<file path="src/rtl/reg_readback_ser.sv">
// reg_readback_ser: parallel-load, serial-out readback shifter.
// Handshakes: a transfer on either interface happens only at a rising Clk
// edge where that interface's valid and ready are both high; valid is never
// withdrawn once raised until the transfer completes (except on Rst).
// A word is captured from d in IDLE and sent one bit per accepted serial
// beat. words_sent counts completed words and wraps at 16 bits.
module reg_readback_ser #(
  parameter int DATAWIDTH = 32,
  parameter bit MSB_FIRST = 1'b1
) (
  input  logic                 Clk,
  input  logic                 Rst,
  input  logic [DATAWIDTH-1:0] d,
  input  logic                 load_valid,
  output logic                 load_ready,
  output logic                 sdo,
  output logic                 sdo_valid,
  output logic                 sdo_last,
  input  logic                 sdo_ready,
  output logic                 busy,
  output logic [15:0]          words_sent
);

  // Bit counter is wide enough to hold DATAWIDTH-1, never narrower than 1 bit.
  localparam int CW = (DATAWIDTH > 2) ? $clog2(DATAWIDTH) : 1;
  localparam logic [CW-1:0] LAST_IDX = CW'(DATAWIDTH - 1);

  typedef enum logic {
    IDLE  = 1'b0,
    SHIFT = 1'b1
  } state_t;

  state_t                 state_q, state_d;
  logic [DATAWIDTH-1:0]   shreg_q, shreg_d;
  logic [CW-1:0]          bitcnt_q, bitcnt_d;
  logic [15:0]            words_sent_q, words_sent_d;
  logic                   sdo_q, sdo_d;
  logic                   sdo_valid_q, sdo_valid_d;
  logic                   sdo_last_q, sdo_last_d;
  logic                   load_ready_q, load_ready_d;
  logic [DATAWIDTH-1:0]   shreg_shifted;

  // Shift one place toward the output end, zero-filling the vacated bit.
  always_comb begin
    if (MSB_FIRST) begin
      shreg_shifted = {shreg_q[DATAWIDTH-2:0], 1'b0};
    end else begin
      shreg_shifted = {1'b0, shreg_q[DATAWIDTH-1:1]};
    end
  end

  // Next-state logic; outputs are derived from the next state so that they
  // come straight out of flops and never combinationally from d.
  always_comb begin
    state_d      = state_q;
    shreg_d      = shreg_q;
    bitcnt_d     = bitcnt_q;
    words_sent_d = words_sent_q;

    case (state_q)
      IDLE: begin
        if (load_valid) begin
          shreg_d  = d;
          bitcnt_d = '0;
          state_d  = SHIFT;
        end
      end
      SHIFT: begin
        if (sdo_ready) begin
          shreg_d = shreg_shifted;
          if (bitcnt_q == LAST_IDX) begin
            bitcnt_d     = '0;
            state_d      = IDLE;
            words_sent_d = words_sent_q + 16'd1;
          end else begin
            bitcnt_d = bitcnt_q + 1'b1;
          end
        end
      end
      default: state_d = IDLE;
    endcase

    sdo_valid_d  = (state_d == SHIFT);
    load_ready_d = (state_d == IDLE);
    sdo_last_d   = (state_d == SHIFT) && (bitcnt_d == LAST_IDX);
    if (state_d == SHIFT) begin
      sdo_d = MSB_FIRST ? shreg_d[DATAWIDTH-1] : shreg_d[0];
    end else begin
      sdo_d = 1'b0;
    end
  end

  // All state and registered outputs; Rst clears everything asynchronously.
  always_ff @(posedge Clk or posedge Rst) begin
    if (Rst) begin
      state_q      <= IDLE;
      shreg_q      <= '0;
      bitcnt_q     <= '0;
      words_sent_q <= 16'd0;
      sdo_q        <= 1'b0;
      sdo_valid_q  <= 1'b0;
      sdo_last_q   <= 1'b0;
      load_ready_q <= 1'b1;
    end else begin
      state_q      <= state_d;
      shreg_q      <= shreg_d;
      bitcnt_q     <= bitcnt_d;
      words_sent_q <= words_sent_d;
      sdo_q        <= sdo_d;
      sdo_valid_q  <= sdo_valid_d;
      sdo_last_q   <= sdo_last_d;
      load_ready_q <= load_ready_d;
    end
  end

  assign sdo        = sdo_q;
  assign sdo_valid  = sdo_valid_q;
  assign sdo_last   = sdo_last_q;
  assign busy       = sdo_valid_q;
  assign load_ready = load_ready_q;
  assign words_sent = words_sent_q;

endmodule

</file>
<file path="config.mk">
export PLATFORM = sky130hd
export DESIGN_NAME = reg_readback_ser
export DESIGN_NICKNAME = d
export VERILOG_FILES = /design/src/rtl/reg_readback_ser.sv
export SDC_FILE = /design/constraint.sdc
export NUM_CORES = 1
export LEC_CHECK = 0
export CAP_MARGIN = 20
export CORE_MARGIN = 10
export CORE_UTILIZATION = 27
export CTS_CLUSTER_SIZE = 10
export DETAILED_ROUTE_END_ITERATION = 7
export MAX_ROUTING_LAYER = met4
export PLACE_DENSITY_LB_ADDON = 0.08
export SLEW_MARGIN = 0
export SYNTH_ARGS = -nofsm -noshare
export SYNTH_HDL_FRONTEND = slang
export SYNTH_SLANG_ARGS = --single-unit
</file>
<file path="constraint.sdc">
create_clock -name Clk -period 6.1 [get_ports Clk]
set_clock_uncertainty 0.2 [all_clocks]
set_input_delay 1.525 -clock Clk [delete_from_list [all_inputs] [get_ports Clk]]
set_output_delay 1.525 -clock Clk [all_outputs]
set_load 0.03 [all_outputs]
</file>
Word level (Yosys, flattened, before mapping) --
Cells that the tools add are included.
Word-level totals: logic and storage cells 31, bits in latches 0, bits in writable memories 0, bits in registers 57, bits in read-only memories 0, memories 0
Cells by class: magnitude comparators 0, div/mod/pow operators 0, add/sub/neg operators 2, reductions and logical operators 3, bitwise operators 2, equal/unequal tests 4, shift-type cells 0, multipliers 0, muxes and demuxes 12
Operators by type and width (count):
- two-way mux 32 bit | 2
- case mux 32 bit (2 select lines) | 1
- adder 16 x 1 -> 16 bit (second input constant) | 1
- two-way mux 5 bit | 3
- equality test 5 bit (second input constant) | 2
- case mux 5 bit (2 select lines) | 1
- adder 5 x 1 -> 5 bit (second input constant) | 1
- two-way mux 1 bit | 4
- inequality test 2 bit (second input constant) | 2
- AND reduction 3 bit | 1
- NOT 1 bit | 2
- case mux 1 bit (2 select lines) | 1
- AND reduction 2 bit | 1
- logical AND 1 bit | 1

Depth between registers and ports, before layout --
depth in word-level cells 6, mapped depth 7, mapped depth without buffers 7

Worst setup path after synthesis --
OpenSTA, ideal clock, no wires.
path kind input to register, start point in sdo_ready, end point reg words_sent_q[13], in the netlist words_sent[13], path slack 3.287 ns, path buffers 0, stages 4, required time 5.820 ns, data arrival time 2.532 ns, cells stage by stage nand3_2 > or4b_4 > nor3_2 > xor2_1
Between the ends: word-level cells in the longest chain between the ends 1
Ends and longest elaborated chain:
- from (decl) | RTL line 19 | input logic sdo_ready,
- AND reduction 3 bit (no line)
- to (signal assigned) | RTL line 108 | words_sent_q <= words_sent_d;
- to (decl) | RTL line 36 | logic [15:0] words_sent_q, words_sent_d;
No other way between the ends. A chain may end at the register's enable or synchronous reset.

Worst setup path in the final report --
start point in sdo_ready, end point reg words_sent_q[15], in the netlist words_sent[15]
The elaborated chain is that of the path after synthesis.

==> flow_summary.rst <==
.. list-table::
   :header-rows: 1

   * - Metric
     - Value
   * - Status
     - finished clean
   * - WL final
     - 6.128 mm
   * - Synth Flop Type
     - sky130_fd_sc_hd__dfrtp_1
   * - Final-report setup violation count
     - 0
   * - Number of maximum-capacitance violations
     - 0
   * - Critical Setup Path Class
     - in -> reg
   * - Global route overflow
     - 0
   * - Number of placed I/O pins
     - 57
   * - CTS hold repair buffers
     - 0
   * - Buffers on Ports
     - 56
   * - Destination of the worst hold path
     - words_sent[15]$_DFFE_PP0P_
   * - Launch instance of the worst register-to-register path
     - bitcnt_q[0]$_DFF_PP0_
   * - Length of the first detailed-routing pass in iterations
     - 4
   * - Placer Congestion
     - 0.7280
   * - Number of enable flip-flop cells after synthesis
     - 0
   * - Total of cells resized after clock tree synthesis
     - 0
   * - Cell accounting for the most synthesized area
     - sky130_fd_sc_hd__dfrtp_1
   * - Number of clock sinks seen by CTS
     - 57
   * - Count of cells along the worst register-to-register path
     - 7
   * - Placed Area
     - 0.003207 mm²
   * - Flop2flop setup slack
     - 3.56 ns
   * - Diodes inserted
     - 0
   * - Actual slew at the worst max-slew pin
     - 0.7417 ns
   * - Worst hold path startpoint
     - words_sent[15]$_DFFE_PP0P_
   * - Worst setup EP type
     - register
   * - Setup repair after global routing missed its margin
     - no
   * - Share of cells above drive strength 1
     - 9.355%
   * - Post-Synthesis Cell Area
     - 0.002534 mm²
   * - Placeable core area
     - 0.009196 mm²
   * - Data arrival time of the critical path
     - 3.52 ns
   * - Initial antenna violation count
     - 0
   * - Share of the clock period used by the worst path
     - 56.85%
   * - Post-Synthesis Net Count
     - 288
   * - CP startpoint kind
     - input pin
   * - Average routed wire per standard cell
     - 14.56 µm
   * - Clk Latency, worst-skew pair
     - 0.33 ns
   * - Setup tns final
     - 0 ns
   * - Worst slew slack as a fraction of its limit
     - 50.56%
   * - Setup Slack @ Placement
     - 2.308 ns
   * - Fraction of registers with async set or reset after synthesis
     - 100.0%
   * - Remaining routing DRC violations
     - 0
   * - Number of vias after detailed routing
     - 1954
   * - Number of standard cells after synthesis
     - 248
   * - Initial detailed-routing violation count
     - 83
   * - Critical-path maximum fanout
     - 14
   * - Sequential area share after synthesis
     - 56.35%
   * - Number of pins with negative max-slew slack in the final report
     - 0
   * - Number of distinct library cells after synthesis
     - 34
   * - Maximum ir drop on the vdd rail
     - 121.0 µV
   * - Horiz. Die Dim
     - 116.9 µm
   * - Growth of design area from synthesis to finish
     - 32.69%
   * - Pin count of the biggest net entering global routing
     - 58
   * - Final hold vios
     - 0
   * - Clock transition time at the flip-flop clock pins of the worst setup and hold paths
     - 0.06 ns
   * - Max Freq
     - 288.4 MHz
   * - CTS HTree Levels
     - 3
   * - Worst-case setup margin in the final layout
     - 2.632 ns
   * - Flops & latches, synth
     - 57
   * - Clock tree from TritonCTS
     - done
   * - Total power divided by cell area
     - 282.0 mW/mm²
   * - Number of nets still failing antenna checks after routing
     - 0
   * - Count of yosys warnings during synthesis
     - 0
   * - Critical path data required time
     - 6.15 ns
   * - Number of buffers inserted by post-CTS setup repair
     - 0
   * - Wire length of the first global-routing pass
     - 10.16 mm
   * - Vias in the first global route
     - 1988
   * - CTS buffer count
     - 9
   * - DP HPWL
     - 4.080 mm
   * - Depth of the worst hold-timing path
     - 1
   * - Site Rows
     - 35
   * - Most area-consuming cells after synthesis
     - sky130_fd_sc_hd__dfrtp_1, sky130_fd_sc_hd__nand2_1, sky130_fd_sc_hd__a22oi_1
   * - Via-per-instance ratio
     - 4.641
   * - Initial core utilization
     - 27.55%
   * - Die footprint
     - 0.01366 mm²
   * - Timing startpoint of the critical path
     - sdo_ready
   * - GRT Util Overall
     - 9.742%
   * - Post-route cell area
     - 0.003362 mm²
   * - Clock Root Buffer
     - sky130_fd_sc_hd__clkbuf_8
   * - Worst r2r dst
     - words_sent[15]$_DFFE_PP0P_
   * - Area share of the largest cell type after synthesis
     - 55.31%
   * - Final Critical Period
     - 3.468 ns
   * - Synthesized area per cell
     - 10.22 µm²
   * - Worst min-delay path category
     - reg -> reg
   * - Clock buffer depth
     - 2
   * - Number of nets in the finished design
     - 345
   * - LEAKAGE
     - 1.598 nW
   * - Die H
     - 116.9 µm
through the flow:
stage,hold WS [ns],utilization (%),std cells,total power [mW]
after floorplan,0.2457,-,248,0.5926
final,0.2713,36.56,421,0.9482
after detailed placement,0.2598,34.87,405,0.6633
after global routing,0.2951,36.56,421,1.015
after CTS,0.2721,36.56,421,0.9659
after global placement,0.2593,34.87,405,0.6612
registers in the layout, indices dropped and copies added (netlist names):
name	flops
bitcnt_q	5
busy	1
load_ready	1
sdo	1
sdo_last	1
shreg_q	32
words_sent	16
worst max path at each step:
stage                                      end  slack (ns)  cells past startpoint
finish              words_sent[15]$_DFFE_PP0P_        2.63                      5
global route        words_sent[15]$_DFFE_PP0P_        2.58                      5
CTS                                  sdo_valid        2.64                      1
detailed placement  words_sent[15]$_DFFE_PP0P_        2.31                      5
global placement    words_sent[15]$_DFFE_PP0P_        2.33                      5
floorplan                bitcnt_q[0]$_DFF_PP0_        2.98                      1
per-layer routing:
layer	global-route usage [%]	routed length, µm	vias up
met1	12.11	2980	928
li1	-	-	965
met5	-	0	-
met3	3.925	387	4
met2	14.10	2706	57
met4	3.213	53	0
final cells by class:
cell class / instances / area, µm²
clock buffer: 12 / 135.1
clock inverter: 4 / 20.02
timing repair buffer: 60 / 590.6
tap: 111 / 138.9
inverter: 5 / 18.77
sequential: 57 / 1428
multi-input combinational: 172 / 1031
fill: 946 / 5834
logic make-up (layout without fill, tap and decap cells):
| family | count (synthesis) | count (layout) | share of synthesized area, % |
|---|---|---|---|
| mux | 3 | 3 | 1.235 |
| compound gates | 43 | 43 | 12.00 |
| flops | 57 | 57 | 56.35 |
| xor+xnor | 16 | 16 | 5.531 |
| simple gates | 106 | 106 | 19.75 |
| fa+ha+maj | 4 | 4 | 1.975 |
| buf+inv | 19 | 81 | 3.160 |
worst max-delay path, cell delays in order:
cell and delay [ns]:
sky130_fd_sc_hd__clkdlybuf4s50_1 0.77, sky130_fd_sc_hd__nand3_2 0.23, sky130_fd_sc_hd__or4b_4 0.60, sky130_fd_sc_hd__nor3_2 0.21, sky130_fd_sc_hd__xor2_1 0.17
synthesized netlist by cell type, types with 3 or more instances:
cell type and count:
sky130_fd_sc_hd__a21oi_1 4, sky130_fd_sc_hd__nand4_1 6, sky130_fd_sc_hd__inv_1 5, sky130_fd_sc_hd__nand2_1 73
sky130_fd_sc_hd__xnor2_1 9, sky130_fd_sc_hd__dfrtp_1 56, sky130_fd_sc_hd__nor2b_1 3, sky130_fd_sc_hd__a22oi_1 30
sky130_fd_sc_hd__nor2_1 8, sky130_fd_sc_hd__clkbuf_1 11, sky130_fd_sc_hd__ha_1 4, sky130_fd_sc_hd__xor2_1 7
sky130_fd_sc_hd__o21ai_0 5
report_power, final:
| part | switching [mW] | internal (mW) |
|---|---|---|
| sequential | 0.0476 | 0.441 |
| clock | 0.147 | 0.145 |
| combinational | 0.0833 | 0.0842 |
| total | 0.278 | 0.670 |
cells in the final DEF (no fill, tap or decap), types with 2 or more instances in the layout:
cell type,instances
sky130_fd_sc_hd__mux2i_1,2
sky130_fd_sc_hd__nor2b_1,2
sky130_fd_sc_hd__dfrtp_1,56
sky130_fd_sc_hd__nor4bb_1,2
sky130_fd_sc_hd__nand2_1,73
sky130_fd_sc_hd__o21ai_0,5
sky130_fd_sc_hd__a22oi_1,30
sky130_fd_sc_hd__xnor2_1,9
sky130_fd_sc_hd__nor2_1,7
sky130_fd_sc_hd__ha_1,4
sky130_fd_sc_hd__clkdlybuf4s50_1,56
sky130_fd_sc_hd__nand4_1,6
sky130_fd_sc_hd__and2_1,2
sky130_fd_sc_hd__and3_1,2
sky130_fd_sc_hd__inv_1,4
sky130_fd_sc_hd__clkbuf_1,3
sky130_fd_sc_hd__clkbuf_8,9
sky130_fd_sc_hd__a21oi_1,4
sky130_fd_sc_hd__nor3_2,2
sky130_fd_sc_hd__buf_4,4
sky130_fd_sc_hd__clkinv_2,4
sky130_fd_sc_hd__xor2_1,7
Note: power is estimated with default switching activity, not from simulation.
